==> src/rtl/dllp_pkg.sv <==
// -----------------------------------------------------------------------------
// dllp_pkg
// Shared definitions for DLLP framing on the receive path. The TX generator
// reuses the same items.
//   - DLLP byte-count constants
//   - receive FSM state encoding
//   - DLLP type codes carried in byte0
//   - CRC-16 byte-fold and final-field functions (poly 0x100B, seed 0xFFFF)
// -----------------------------------------------------------------------------
package dllp_pkg;

    localparam int DLLP_PAYLOAD_BYTES = 4;
    localparam int DLLP_CRC_BYTES     = 2;

    localparam logic [15:0] DLLP_CRC_POLY = 16'h100B;
    localparam logic [15:0] DLLP_CRC_SEED = 16'hFFFF;

    localparam logic [7:0] DLLP_TYPE_NOP = 8'h31;
    localparam logic [7:0] DLLP_TYPE_ACK = 8'h00;
    localparam logic [7:0] DLLP_TYPE_NAK = 8'h10;

    typedef enum logic [1:0] {
        ST_IDLE    = 2'd0,
        ST_PAYLOAD = 2'd1,
        ST_CRC0    = 2'd2,
        ST_CRC1    = 2'd3
    } dllp_state_e;

    // Fold one byte into the running CRC. The byte goes in bit0 first.
    function automatic logic [15:0] dllp_crc16_byte(input logic [15:0] crc_in,
                                                    input logic [7:0]  data);
        logic [15:0] c;
        logic        fb;
        c = crc_in;
        for (int i = 0; i < 8; i++) begin
            fb = c[15] ^ data[i];
            c  = {c[14:0], 1'b0} ^ (fb ? DLLP_CRC_POLY : 16'h0000);
        end
        return c;
    endfunction

    // Turn the CRC register into the field carried on the wire: the register
    // is complemented and each byte is bit-reversed. The high byte goes first.
    function automatic logic [15:0] dllp_crc16_final(input logic [15:0] crc);
        logic [15:0] inv;
        logic [15:0] fld;
        inv = ~crc;
        for (int i = 0; i < 8; i++) begin
            fld[8 + i] = inv[15 - i];
            fld[i]     = inv[7 - i];
        end
        return fld;
    endfunction

endpackage

==> src/rtl/dllp_crc16.sv <==
// -----------------------------------------------------------------------------
// dllp_crc16
// Byte-serial DLLP CRC-16 register. Shared by the RX assembler and the TX
// generator.
// Ports:
//   clk     clock
//   rst     synchronous active-high reset; the register loads the seed
//   i_load  reload the seed (wins over i_adv)
//   i_adv   fold i_data into the register
//   i_data  byte to fold in
//   o_exp   expected 16-bit CRC field, in wire order, for the bytes folded so far
// -----------------------------------------------------------------------------
module dllp_crc16
    import dllp_pkg::*;
(
    input  logic        clk,
    input  logic        rst,
    input  logic        i_load,
    input  logic        i_adv,
    input  logic [7:0]  i_data,
    output logic [15:0] o_exp
);

    logic [15:0] r_crc;

    // CRC register: seed on reset or load, fold on advance, otherwise hold.
    always_ff @(posedge clk) begin
        if (rst) begin
            r_crc <= DLLP_CRC_SEED;
        end else if (i_load) begin
            r_crc <= DLLP_CRC_SEED;
        end else if (i_adv) begin
            r_crc <= dllp_crc16_byte(r_crc, i_data);
        end else begin
            r_crc <= r_crc;
        end
    end

    assign o_exp = dllp_crc16_final(r_crc);

endmodule

==> src/rtl/dllp_rx_assembler.sv <==
// -----------------------------------------------------------------------------
// dllp_rx_assembler
// Receive-side DLLP framing. It collects 4 payload bytes and 2 CRC bytes after
// each SDP token, checks the CRC, and presents good DLLPs as a 32-bit word with
// byte0 in [7:0].
// Ports:
//   clk, rst       clock and synchronous active-high reset
//   rx_valid       a beat is present; when low, all state holds
//   rx_sdp         this beat is an SDP token (rx_data is ignored)
//   rx_data        DLLP byte
//   dllp_valid     1-cycle pulse: a good DLLP is on dllp_data
//   dllp_data      {byte3,byte2,byte1,byte0}; changes only on dllp_valid
//   dllp_crc_err   1-cycle pulse: a complete DLLP failed the CRC check
//   dllp_frag_err  1-cycle pulse: a DLLP was cut short by a new SDP
//   good_cnt       saturating count of dllp_valid pulses
//   bad_cnt        saturating count of crc_err and frag_err pulses
// -----------------------------------------------------------------------------
module dllp_rx_assembler
    import dllp_pkg::*;
#(
    parameter int CNT_W     = 16,
    parameter bit CHECK_CRC = 1'b1
) (
    input  logic             clk,
    input  logic             rst,
    input  logic             rx_valid,
    input  logic             rx_sdp,
    input  logic [7:0]       rx_data,
    output logic             dllp_valid,
    output logic [31:0]      dllp_data,
    output logic             dllp_crc_err,
    output logic             dllp_frag_err,
    output logic [CNT_W-1:0] good_cnt,
    output logic [CNT_W-1:0] bad_cnt
);

    localparam int               IDX_W    = $clog2(DLLP_PAYLOAD_BYTES);
    localparam logic [IDX_W-1:0] IDX_LAST = IDX_W'(DLLP_PAYLOAD_BYTES - 1);
    localparam logic [CNT_W-1:0] CNT_ONE  = CNT_W'(1);

    dllp_state_e      r_state;
    dllp_state_e      w_state_nxt;
    logic [IDX_W-1:0] r_idx;
    logic [31:0]      r_buf;
    logic [7:0]       r_crc_hi;
    logic [31:0]      r_dllp_data;
    logic             r_valid;
    logic             r_crc_err;
    logic             r_frag_err;
    logic [CNT_W-1:0] r_good_cnt;
    logic [CNT_W-1:0] r_bad_cnt;

    logic             w_crc_load;
    logic             w_crc_adv;
    logic             w_good_evt;
    logic             w_crc_evt;
    logic             w_frag_evt;
    logic [15:0]      w_exp;

    dllp_crc16 u_crc (
        .clk    (clk),
        .rst    (rst),
        .i_load (w_crc_load),
        .i_adv  (w_crc_adv),
        .i_data (rx_data),
        .o_exp  (w_exp)
    );

    // FSM state register.
    always_ff @(posedge clk) begin
        if (rst) begin
            r_state <= ST_IDLE;
        end else begin
            r_state <= w_state_nxt;
        end
    end

    // Next state and per-beat events. An SDP beat always wins over the byte
    // the current state expects, including the CRC1 byte.
    always_comb begin
        w_state_nxt = r_state;
        w_crc_load  = 1'b0;
        w_crc_adv   = 1'b0;
        w_good_evt  = 1'b0;
        w_crc_evt   = 1'b0;
        w_frag_evt  = 1'b0;
        if (rx_valid) begin
            if (rx_sdp) begin
                w_crc_load  = 1'b1;
                w_state_nxt = ST_PAYLOAD;
                w_frag_evt  = (r_state != ST_IDLE);
            end else begin
                case (r_state)
                    ST_IDLE: begin
                        w_state_nxt = ST_IDLE;
                    end
                    ST_PAYLOAD: begin
                        w_crc_adv = 1'b1;
                        if (r_idx == IDX_LAST) begin
                            w_state_nxt = ST_CRC0;
                        end else begin
                            w_state_nxt = ST_PAYLOAD;
                        end
                    end
                    ST_CRC0: begin
                        w_state_nxt = ST_CRC1;
                    end
                    ST_CRC1: begin
                        w_state_nxt = ST_IDLE;
                        if (!CHECK_CRC || ({r_crc_hi, rx_data} == w_exp)) begin
                            w_good_evt = 1'b1;
                        end else begin
                            w_crc_evt = 1'b1;
                        end
                    end
                    default: begin
                        w_state_nxt = ST_IDLE;
                    end
                endcase
            end
        end else begin
            w_state_nxt = r_state;
        end
    end

    // Datapath: payload staging, captured CRC high byte, published word.
    always_ff @(posedge clk) begin
        if (rst) begin
            r_idx       <= '0;
            r_buf       <= 32'h0000_0000;
            r_crc_hi    <= 8'h00;
            r_dllp_data <= 32'h0000_0000;
        end else begin
            if (rx_valid && rx_sdp) begin
                r_idx <= '0;
            end else if (w_crc_adv) begin
                r_buf[{r_idx, 3'b000} +: 8] <= rx_data;
                r_idx                       <= r_idx + 1'b1;
            end else if (rx_valid && (r_state == ST_CRC0)) begin
                r_crc_hi <= rx_data;
            end
            // r_buf is complete by the CRC1 beat; publish only a good DLLP.
            if (w_good_evt) begin
                r_dllp_data <= r_buf;
            end
        end
    end

    // Output pulses and saturating statistics counters.
    always_ff @(posedge clk) begin
        if (rst) begin
            r_valid    <= 1'b0;
            r_crc_err  <= 1'b0;
            r_frag_err <= 1'b0;
            r_good_cnt <= '0;
            r_bad_cnt  <= '0;
        end else begin
            r_valid    <= w_good_evt;
            r_crc_err  <= w_crc_evt;
            r_frag_err <= w_frag_evt;
            if (w_good_evt && (r_good_cnt != '1)) begin
                r_good_cnt <= r_good_cnt + CNT_ONE;
            end
            if ((w_crc_evt || w_frag_evt) && (r_bad_cnt != '1)) begin
                r_bad_cnt <= r_bad_cnt + CNT_ONE;
            end
        end
    end

    assign dllp_valid    = r_valid;
    assign dllp_data     = r_dllp_data;
    assign dllp_crc_err  = r_crc_err;
    assign dllp_frag_err = r_frag_err;
    assign good_cnt      = r_good_cnt;
    assign bad_cnt       = r_bad_cnt;

endmodule

==> config.mk <==
export PLATFORM = sky130hd
export DESIGN_NAME = dllp_rx_assembler
export DESIGN_NICKNAME = d
export VERILOG_FILES = /design/src/rtl/dllp_pkg.sv /design/src/rtl/dllp_crc16.sv /design/src/rtl/dllp_rx_assembler.sv
export SDC_FILE = /design/constraint.sdc
export NUM_CORES = 1
export LEC_CHECK = 0
export ABC_AREA = 1
export BUFFER_PORTS_ARGS = -buffer_cell sky130_fd_sc_hd__buf_2
export CELL_PAD_IN_SITES_DETAIL_PLACEMENT = 0
export CELL_PAD_IN_SITES_GLOBAL_PLACEMENT = 1
export CORE_AREA = 4 4 123 125
export CTS_CLUSTER_DIAMETER = 50
export DETAILED_ROUTE_END_ITERATION = 12
export DIE_AREA = 0 0 127 129
export PLACE_DENSITY_LB_ADDON = 0.1
export SYNTH_ARGS = -nofsm -noshare
export SYNTH_HDL_FRONTEND = slang
export SYNTH_SLANG_ARGS = --single-unit
==> constraint.sdc <==
create_clock -name clk -period 3.8 [get_ports clk]
set_input_delay 0.19 -clock clk [delete_from_list [all_inputs] [get_ports clk]]
set_output_delay 0.19 -clock clk [all_outputs]
set_load 0.05 [all_outputs]
# Yosys cells after proc, flatten, opt, wreduce, memory -nomap -nowiden
# Index checks and enable logic that the tools add are counted.
[classes]
n_mux = 27
n_lt_le_gt_ge = 0
n_bitwise = 19
addsub = 4
reduce_logical = 12
div = 0
shifts = 2
n_eq_ne = 7
n_mul = 0
[ops]
columns = ["op", "count"]
rows = [
  ["16-bit XOR", 8],
  ["13-bit two-way mux", 8],
  ["16-bit by 1-bit adder with 16-bit output, second input constant", 2],
  ["32-bit bitwise mux", 1],
  ["16-bit != test, second input constant", 2],
  ["8-bit by 7-bit variable shift with 32-bit output, first input constant", 1],
  ["8-bit by 7-bit indexed part select with 32-bit output", 1],
  ["16-bit equality test", 1],
  ["16-bit inverter", 1],
  ["1-bit two-way mux", 15],
  ["1-bit XOR", 8],
  ["5-bit negation with 7-bit output", 1],
  ["2-bit equality test, second input constant", 3],
  ["2-bit one-hot mux with 3 select lines", 1],
  ["2-bit OR reduction", 3],
  ["1-bit logical AND", 4],
  ["2-bit two-way mux", 2],
  ["3-bit AND reduction", 1],
  ["2-bit by 1-bit adder with 2-bit output, second input constant", 1],
  ["2-bit by 1-bit equality test with 1-bit output, second input constant", 1],
  ["2-bit zero test", 1],
  ["1-bit inverter", 2],
  ["2-bit AND reduction", 1],
  ["2-bit nonzero test", 1],
  ["1-bit logical OR", 1],
]
[word_totals]
regBits = 127
input_bits = 12
elab_cells = 82
ram_bits = 0
memories = 0
latchBits = 0
mem_bits_ro = 0

# Logic depth before layout (Yosys ltp)
# Gate-level depths: netlist of the first run.
[logic_depth]
ltp_word = 24
mapped_depth = 15

# Hierarchy
# A second synthesis of the first run with hierarchy kept.
[hier_totals]
cells_unflattened = 899
area_unflattened_um2 = 6194.7
[by_module_without_submodules]
columns = ["module", "area_each_um2", "cells_per_inst", "n_inst"]
rows = [
  ["dllp_rx_assembler", 5136.2, 730, 1],
  ["dllp_crc16", 1058.5, 169, 1],
]

# Least setup slack after synthesis of the first run
# Ideal clock, no wire load.
[synth_timing]
kind = "register to register"
start = "reg r_idx[0]"
end = "reg r_buf[0]"
required_time_ps = 3727
path_slack_ps = 1609
arrival_ps = 2118
path_buffers = 2
stages_incl_launch_ff = 8
setup_time_ps = 73
cell_sequence = "dfxtp_1 > clkbuf_1 > inv_1 > buf_1 > ha_1 > nor3_1 > nand4_1 > a21oi_1"
[synth_between]
elab_chain_len = 3
[synth_lines]
columns = ["element", "line_no", "rtl"]
rows = [
  ["from (decl)", "dllp_rx_assembler.sv:43", "logic [IDX_W-1:0] r_idx;"],
  ["from (signal assigned)", "dllp_rx_assembler.sv:138", "r_idx <= r_idx + 1'b1;"],
  ["5-bit negation with 7-bit output *", "dllp_rx_assembler.sv:137", "r_buf[{r_idx, 3'b000} +: 8] <= rx_data;"],
  ["8-bit by 7-bit indexed part select with 32-bit output or 8-bit by 7-bit variable shift with 32-bit output (tied branches)", "dllp_rx_assembler.sv:137", ""],
  ["32-bit bitwise mux *", "dllp_rx_assembler.sv:137", ""],
  ["to (signal, indexed assignment)", "dllp_rx_assembler.sv:137", ""],
  ["to (decl)", "dllp_rx_assembler.sv:44", "logic [31:0] r_buf;"],
]
# Mark *: on every way between the ends. The rest lies on a longest branch, timed or not.
# A chain may end at the register's enable or synchronous reset.

# Worst setup path after layout of the first run
# Ends and elaborated chain as after synthesis.

==> run metrics, run 1 <==
asr flop ratio synth=0; Synth area leader=dfxtp_1; met1 wire length=7770 um; I/O pin count=79; metal2 WL=7320 um; flops & latches, synth=127; pwr dens=455 nW/um2; CTS max path bufs=2; critical path endpoint category=register; max_slew headroom=0.426; CP Launch Type=register; vias in the first global route=5555; hold endpoint=r_state[0]$_SDFFE_PP0P_; Routed WL=16000 um; syn avg cell area=7.02 um2; per-cell routed wire length=13.9 um; DIE AREA=16400 um2; Setup Buffers After CTS=0; layout cells sized above 1=0.173; Mapped Area=6250 um2; final period utilization=0.674; design area=7350 um2; worst slew pin tran=0.855 ns; max incr delay on CP=0.74 ns; Reg2Reg Depth=5; most common cell in the synthesized netlist=nand2_1; Post-CTS Hold Buffers=0; clock skew=0.00610 ns; Distinct cells, synth=38; largest net degree at the start of global routing=61; Hold Startpoint=rx_valid; Remaining Overflow, GRT=0; RSZ-0062 raised after global routing=false; Worst EP required=4.14 ns; CORE AREA=13900 um2; top sig layer=met4; post-DP HPWL=11500 um; DRT iter0 DRCs=332; clock latency on the worst-skew pair=0.41 ns; placed cell areas=6700 um2; Cells on Worst Hold Path=3; static leakage=3.41 nW; r2r setup slk=1.24 ns; post-CTS sizing=0; ANT cells=0; Buffers & Inverters on Critical Path=1; worst min-delay path category=in -> reg; Synthesized Nets=909; Crit Path Class=reg -> reg; clk sink count=127; Area Growth Syn to Fin=17.6%; # rows=43; share of the synthesized area in the top cell type=0.407; max-slew violations=0; CTS tree=done; status=completed; Post-synth EDFFs=0; PnR Total Power=0.00334 W; clock tree root driver cell=clkbuf_16; Fill cells=1390; DIE HEIGHT=129 um; Syn Inst Count=890; worst path cell trace=inv_1 -> ha_1 -> nor3_1 -> nand4_1 -> a21oi_1; reg2reg start=r_idx[0]$_SDFFE_PP0P_; DIE WIDTH=127 um; Reg-to-Reg End=r_buf[0]$_SDFFE_PP0P_; fin nets=974; initial core utilization=0.450; initial antenna violation count=0; Final ANT Viol Nets=0; Total Routing Usage GR=0.201; crit path time final=2.56 ns; clock transition at the registers of the reported paths=0.06 ns; top cells by area, synth=dfxtp_1 41%, nand2_1 11%, nor2_1 8.9%; via count=5772; Yosys warnings=0; CTS Buf Count=17; Port Buffer Count=78; Final GP Congestion=0.842; Final Hold Fails=0; Post-synth top cells=183 x nand2_1, 149 x nor2_1, 127 x dfxtp_1, 83 x inv_1, 66 x o21ai_0; global-route wire length before repair=26600 um; CP arrival=2.90 ns; Via density=5.03; met3 WL=669 um; post-synthesis sequential area ratio=0.407; Reg area=2540 um2; drt drc=0; DRT Pass-1 Iters=5; setup violators final=0; H-tree levels=4; Fin Setup TNS=0 ns; Slowest-stage cell, CP=nor3_1; VDD IR max=0.000297 V; CP delay by family, top=simple AND/OR/NAND/NOR gates; multi-input logic area=3160 um2; number of max-cap violations=0; Synth Flop Type=dfxtp_1; Max Freq=0.391 GHz; Max Fanout on Critical Path=16
==> tightest hold or removal path, cell delays in order <==
cell      delay [ns]
buf_2           0.12
inv_2           0.07
a211oi_1        0.07
==> layer usage <==
layer,up-vias,GRT usage
met5,-,0
met4,0,0.0757
met3,25,0.0440
met2,122,0.331
met1,2628,0.260
li1,2997,-
==> power by group <==
part / total [W] / internal, W / switching, W / leakage, nW
Clock: 0.00178 / 0.00119 / 0.000582 / 0.317
Sequential: 0.00135 / 0.00134 / 0.0000110 / 1.02
Combinational: 0.000211 / 0.0000622 / 0.000149 / 2.07
Total: 0.00334 / 0.00260 / 0.000742 / 3.41
==> registers in the layout (all words and copies together) (netlist names), 2 cells and up <==
signal,cells
dllp_data,32
r_buf,32
bad_cnt,16
good_cnt,16
u_crc.r_crc,16
r_crc_hi,8
r_idx,2
r_state,2
==> per-stage QoR <==
stage          cells  setup slack, ns   util  hold slack (ns)
2_1_floorplan    890             1.61      -            0.348
3_3_place_gp    1116             1.52  0.483            0.454
3_5_place_dp    1116             1.33  0.483            0.460
4_1_cts         1148             1.31  0.529           0.0700
5_1_grt         1148             1.09  0.529           0.0892
6_report        1148             1.24  0.529           0.0901
==> kinds of logic (layout without fill, tap and decap cells) <==
family | after synthesis | count (layout) | synth area share
AND/OR/NAND/NOR | 443 | 443 | 0.308
AO/OA/AOI/OAI | 151 | 151 | 0.135
buffers and inverters | 130 | 208 | 0.0877
flip-flops | 127 | 127 | 0.407
XOR/XNOR | 32 | 32 | 0.0484
adder cells (fa/ha/maj) | 7 | 7 | 0.0140
==> worst max path at each step <==
stage / startpoint / endpoint / cells past startpoint / slack, ns
3_3_place_gp: r_idx[0]$_SDFFE_PP0P_ / r_buf[7]$_SDFFE_PP0P_ / 5 / 1.52
3_5_place_dp: r_idx[0]$_SDFFE_PP0P_ / r_buf[0]$_SDFFE_PP0P_ / 5 / 1.33
4_1_cts: r_idx[0]$_SDFFE_PP0P_ / r_buf[0]$_SDFFE_PP0P_ / 5 / 1.31
5_1_grt: r_idx[0]$_SDFFE_PP0P_ / r_buf[0]$_SDFFE_PP0P_ / 5 / 1.09
6_report: r_idx[0]$_SDFFE_PP0P_ / r_buf[0]$_SDFFE_PP0P_ / 5 / 1.24
2_1_floorplan: r_idx[0]$_SDFFE_PP0P_ / r_buf[0]$_SDFFE_PP0P_ / 7 / 1.61
==> layout by cell type, fill, tap and decap left out, drive strengths merged <==
cell      instances
nand2           199
nor2            158
dfxtp           127
inv              94
buf              82
o21ai            68
a21oi            65
nand3            47
clkbuf           21
nand4            17
xor2             16
xnor2            16
nor3             15
o211ai            7
ha                7
bufinv            5
clkinv            5
nor4              4
o221ai            3
or2               3
a32oi             2
a211oi            2
o21bai            2
a22oi             1
o22ai             1
clkinvlp          1
==> area by class of cell <==
cell class | instances | share of cell area
multi-input combinational | 633 | 0.430
sequential | 127 | 0.346
clock buffer | 21 | 0.0627
timing repair buffer | 82 | 0.0572
inverter | 94 | 0.0480
tap | 180 | 0.0307
clock inverter | 11 | 0.0254
Power figures use the tool's default switching activity.
==> inputs of run 2 (changes only) <==
- ABC_AREA: 1 -> 0
- CORE_AREA: 4 4 123 125 -> 4 4 119 121
- DIE_AREA: 0 0 127 129 -> 0 0 123 125
- clock period: 3.8 -> 2.62 ns (I/O delays scaled with it)
==> run 2 against run 1 <==
Against the previous run: non-clock buffer count rose by 13; synthesized area fell by 11%; critical path depth up 1; setup slack worse by 0.91 ns; design area is 7.4% lower; highest routed layer unchanged.
==> run metrics, run 2 <==
most frequent cells in the layout=127 x dfxtp_1, 77 x buf_2, 68 x nand2_1, 59 x nor2_1, 55 x a21oi_1; CP Launch Type=register; Setup Buffers After CTS=0 (unchanged); Total Routing Usage GR=0.181 (-0.0197); Final ANT Viol Nets=0 (unchanged); Final Hold Fails=0 (unchanged); Area Growth Syn to Fin=22.7%; per-cell routed wire length=15.2 um (+9.3%); DRT Pass-1 Iters=4 (-1); DIE AREA=15400 um2 (-6.2%); Via density=5.13 (+2.1%); CTS Buf Count=17 (unchanged); static leakage=2.90 nW (-15%); CTS tree=done; RSZ-0062 raised after global routing=false; top cells by area, synth=dfxtp_1 46%, mux2i_1 7.6%, a21oi_1 5.0%; clock latency on the worst-skew pair=0.41 ns (about the same); max_slew headroom=0.509 (+0.0835); DIE HEIGHT=125 um (-3.1%); Mapped Area=5540 um2 (-11%); Slowest-stage cell, CP=or4_1; Synth area leader=dfxtp_1; Worst EP required=2.97 ns (-1.17 ns); DIE WIDTH=123 um (-3.1%); Distinct cells, synth=48 (+26%); number of max-cap violations=0 (unchanged); CP delay by family, top=simple AND/OR/NAND/NOR gates; met1 wire length=6340 um (-18%); worst slew pin tran=0.731 ns (-0.124 ns); flops & latches, synth=127 (unchanged); worst path cell trace=xor2_1 -> nand4_1 -> nor2_1 -> nand3_4 -> or4_1 -> a21oi_1; Final GP Congestion=0.873 (+3.6%); top sig layer=met4; P_int=0.00380 W (+46%); ANT cells=0 (unchanged); initial core utilization=0.424 (-0.0265); drt drc=0 (unchanged); fin cells=885 (-23%); largest net degree at the start of global routing=61 (unchanged); Remaining Overflow, GRT=0 (unchanged); VDD IR max=0.000405 V (+36%); CTS max path bufs=2 (unchanged); Routed WL=13500 um (-16%); design area=6800 um2 (-7.4%); asr flop ratio synth=0 (unchanged); Synth Flop Type=dfxtp_1; Sw Pwr=0.00101 W (+36%); CP arrival=2.64 ns (-0.26 ns); Buffers & Inverters on Critical Path=0 (-1); H-tree levels=4 (unchanged); Port Buffer Count=78 (unchanged); Post-synth EDFFs=0 (unchanged); layout cells sized above 1=0.193 (+0.0207); via count=4543 (-21%); crit path time final=2.30 ns (-0.266 ns); Synthesized Nets=638 (-30%); DRT iter0 DRCs=269 (-19%); share of the synthesized area in the top cell type=0.459 (+0.0518); max-slew violations=0 (unchanged); metal2 WL=6330 um (-13%); global-route wire length before repair=22400 um (-16%); pwr dens=707 nW/um2 (+55%); post-synthesis sequential area ratio=0.459 (+0.0518); clk sink count=127 (unchanged); I/O pin count=79 (unchanged); sw frac=0.210 (-0.0116); Fin Setup TNS=0 ns (unchanged); initial antenna violation count=0 (unchanged); setup violators final=0 (unchanged); Post-CTS Hold Buffers=0 (unchanged); clock skew=0.00609 ns (-0.0000130 ns); Post-synth top cells=127 x dfxtp_1, 69 x nand2_1, 59 x nor2_1, 55 x a21oi_1, 48 x nand3_1; post-CTS sizing=0 (unchanged); Comb power frac=0.052 (-0.011); fin util=0.520 (-0.00960); CORE AREA=13100 um2 (-5.7%); placed cell areas=6140 um2 (-8.4%); met3 WL=625 um (-6.6%); status=completed; worst hold slack=0.0721 ns (-0.0180 ns); clock transition at the registers of the reported paths=0.06 ns (about the same); placed cell count=853 (-24%); post-DP HPWL=9430 um (-18%); critical path endpoint category=register; sequential share of power=0.406 (about the same); max incr delay on CP=0.56 ns (-0.18 ns); commonest non-fill, non-tap cell in the layout=dfxtp_1; syn avg cell area=8.96 um2 (+28%); Max Fanout on Critical Path=24 (+8); final period utilization=0.876 (+0.202); Crit Path Class=reg -> reg; clock tree root driver cell=clkbuf_16; Syn Inst Count=619 (-30%); Clock power frac=0.542 (+0.010); Yosys warnings=0 (unchanged); most common cell in the synthesized netlist=dfxtp_1; fin nets=715 (-27%); Max Freq=0.436 GHz (+12%); # rows=42 (-2.3%); worst min-delay path category=in -> reg; vias in the first global route=4476 (-19%)
==> run 2: layout make-up <==
| cell class | count | area (um2) |
|---|---|---|
| multi-input cells | 448 | 2820 |
| clock inverters | 10 | 183 |
| fillers | 1249 | 6280 |
| flip-flops and latches | 127 | 2540 |
| well taps | 176 | 220 |
| repair buffers | 95 | 533 |
| clock buffers | 22 | 474 |
| inverters | 7 | 26.3 |
==> run 2: cells by family (layout without fill, tap and decap cells) <==
family                     count (synthesis)  after routing  share of synthesized area
DFF                                      127            127                      0.459
adders and majority gates                  7              7                     0.0158
xor gates and xnor gates                  58             58                     0.0930
muxes                                     42             42                     0.0758
buffers and inverters                     44            134                     0.0343
AOI/OAI and AO/OA                        106            106                      0.120
and+or+nand+nor                          235            235                      0.203
==> run 2: layer usage <==
layer	track usage	vias to the layer above
li1	-	2307
met1	0.240	2133
met2	0.291	88
met3	0.0443	15
met4	0.0567	0
met5	0	-
==> run 2: through the flow <==
step           setup WS (ns)  power (W)
4_1_cts                0.240    0.00486
5_1_grt                0.137    0.00497
6_report               0.325    0.00481
2_1_floorplan          0.351    0.00218
3_5_place_dp           0.248    0.00224
3_3_place_gp           0.293    0.00224
==> run 2: worst reg2reg max path, delay by kind of cell (launching register included) <==
| kind | cells | cell delay, ns |
|---|---|---|
| AND/OR/NAND/NOR | 4 | 1.52 |
| flip-flops | 1 | 0.39 |
| XOR/XNOR | 1 | 0.17 |
| AO/OA/AOI/OAI | 1 | 0.14 |
==> run 2: final timing paths <==
kind | startpoint | to | slack [ns] | depth (start not counted)
min reg2reg | r_buf[31]$_SDFFE_PP0P_ | r_buf[31]$_SDFFE_PP0P_ | 0.45 | 2
max reg2reg | u_crc.r_crc[0]$_SDFFE_PP1P_ | good_cnt[15]$_SDFFE_PP0P_ | 0.32 | 6
max | u_crc.r_crc[0]$_SDFFE_PP1P_ | good_cnt[15]$_SDFFE_PP0P_ | 0.32 | 6
min | rx_valid | r_state[0]$_SDFFE_PP0P_ | 0.07 | 3
==> run 2: power by group through the flow <==
stage                     sequential, W  combinational [W]  clock, W
after floorplan                 0.00200           0.000181         0
after global placement          0.00199           0.000250         0
after detailed placement        0.00200           0.000247         0
after CTS                       0.00195           0.000249   0.00266
after global routing            0.00195           0.000271   0.00274
final                           0.00195           0.000250   0.00261
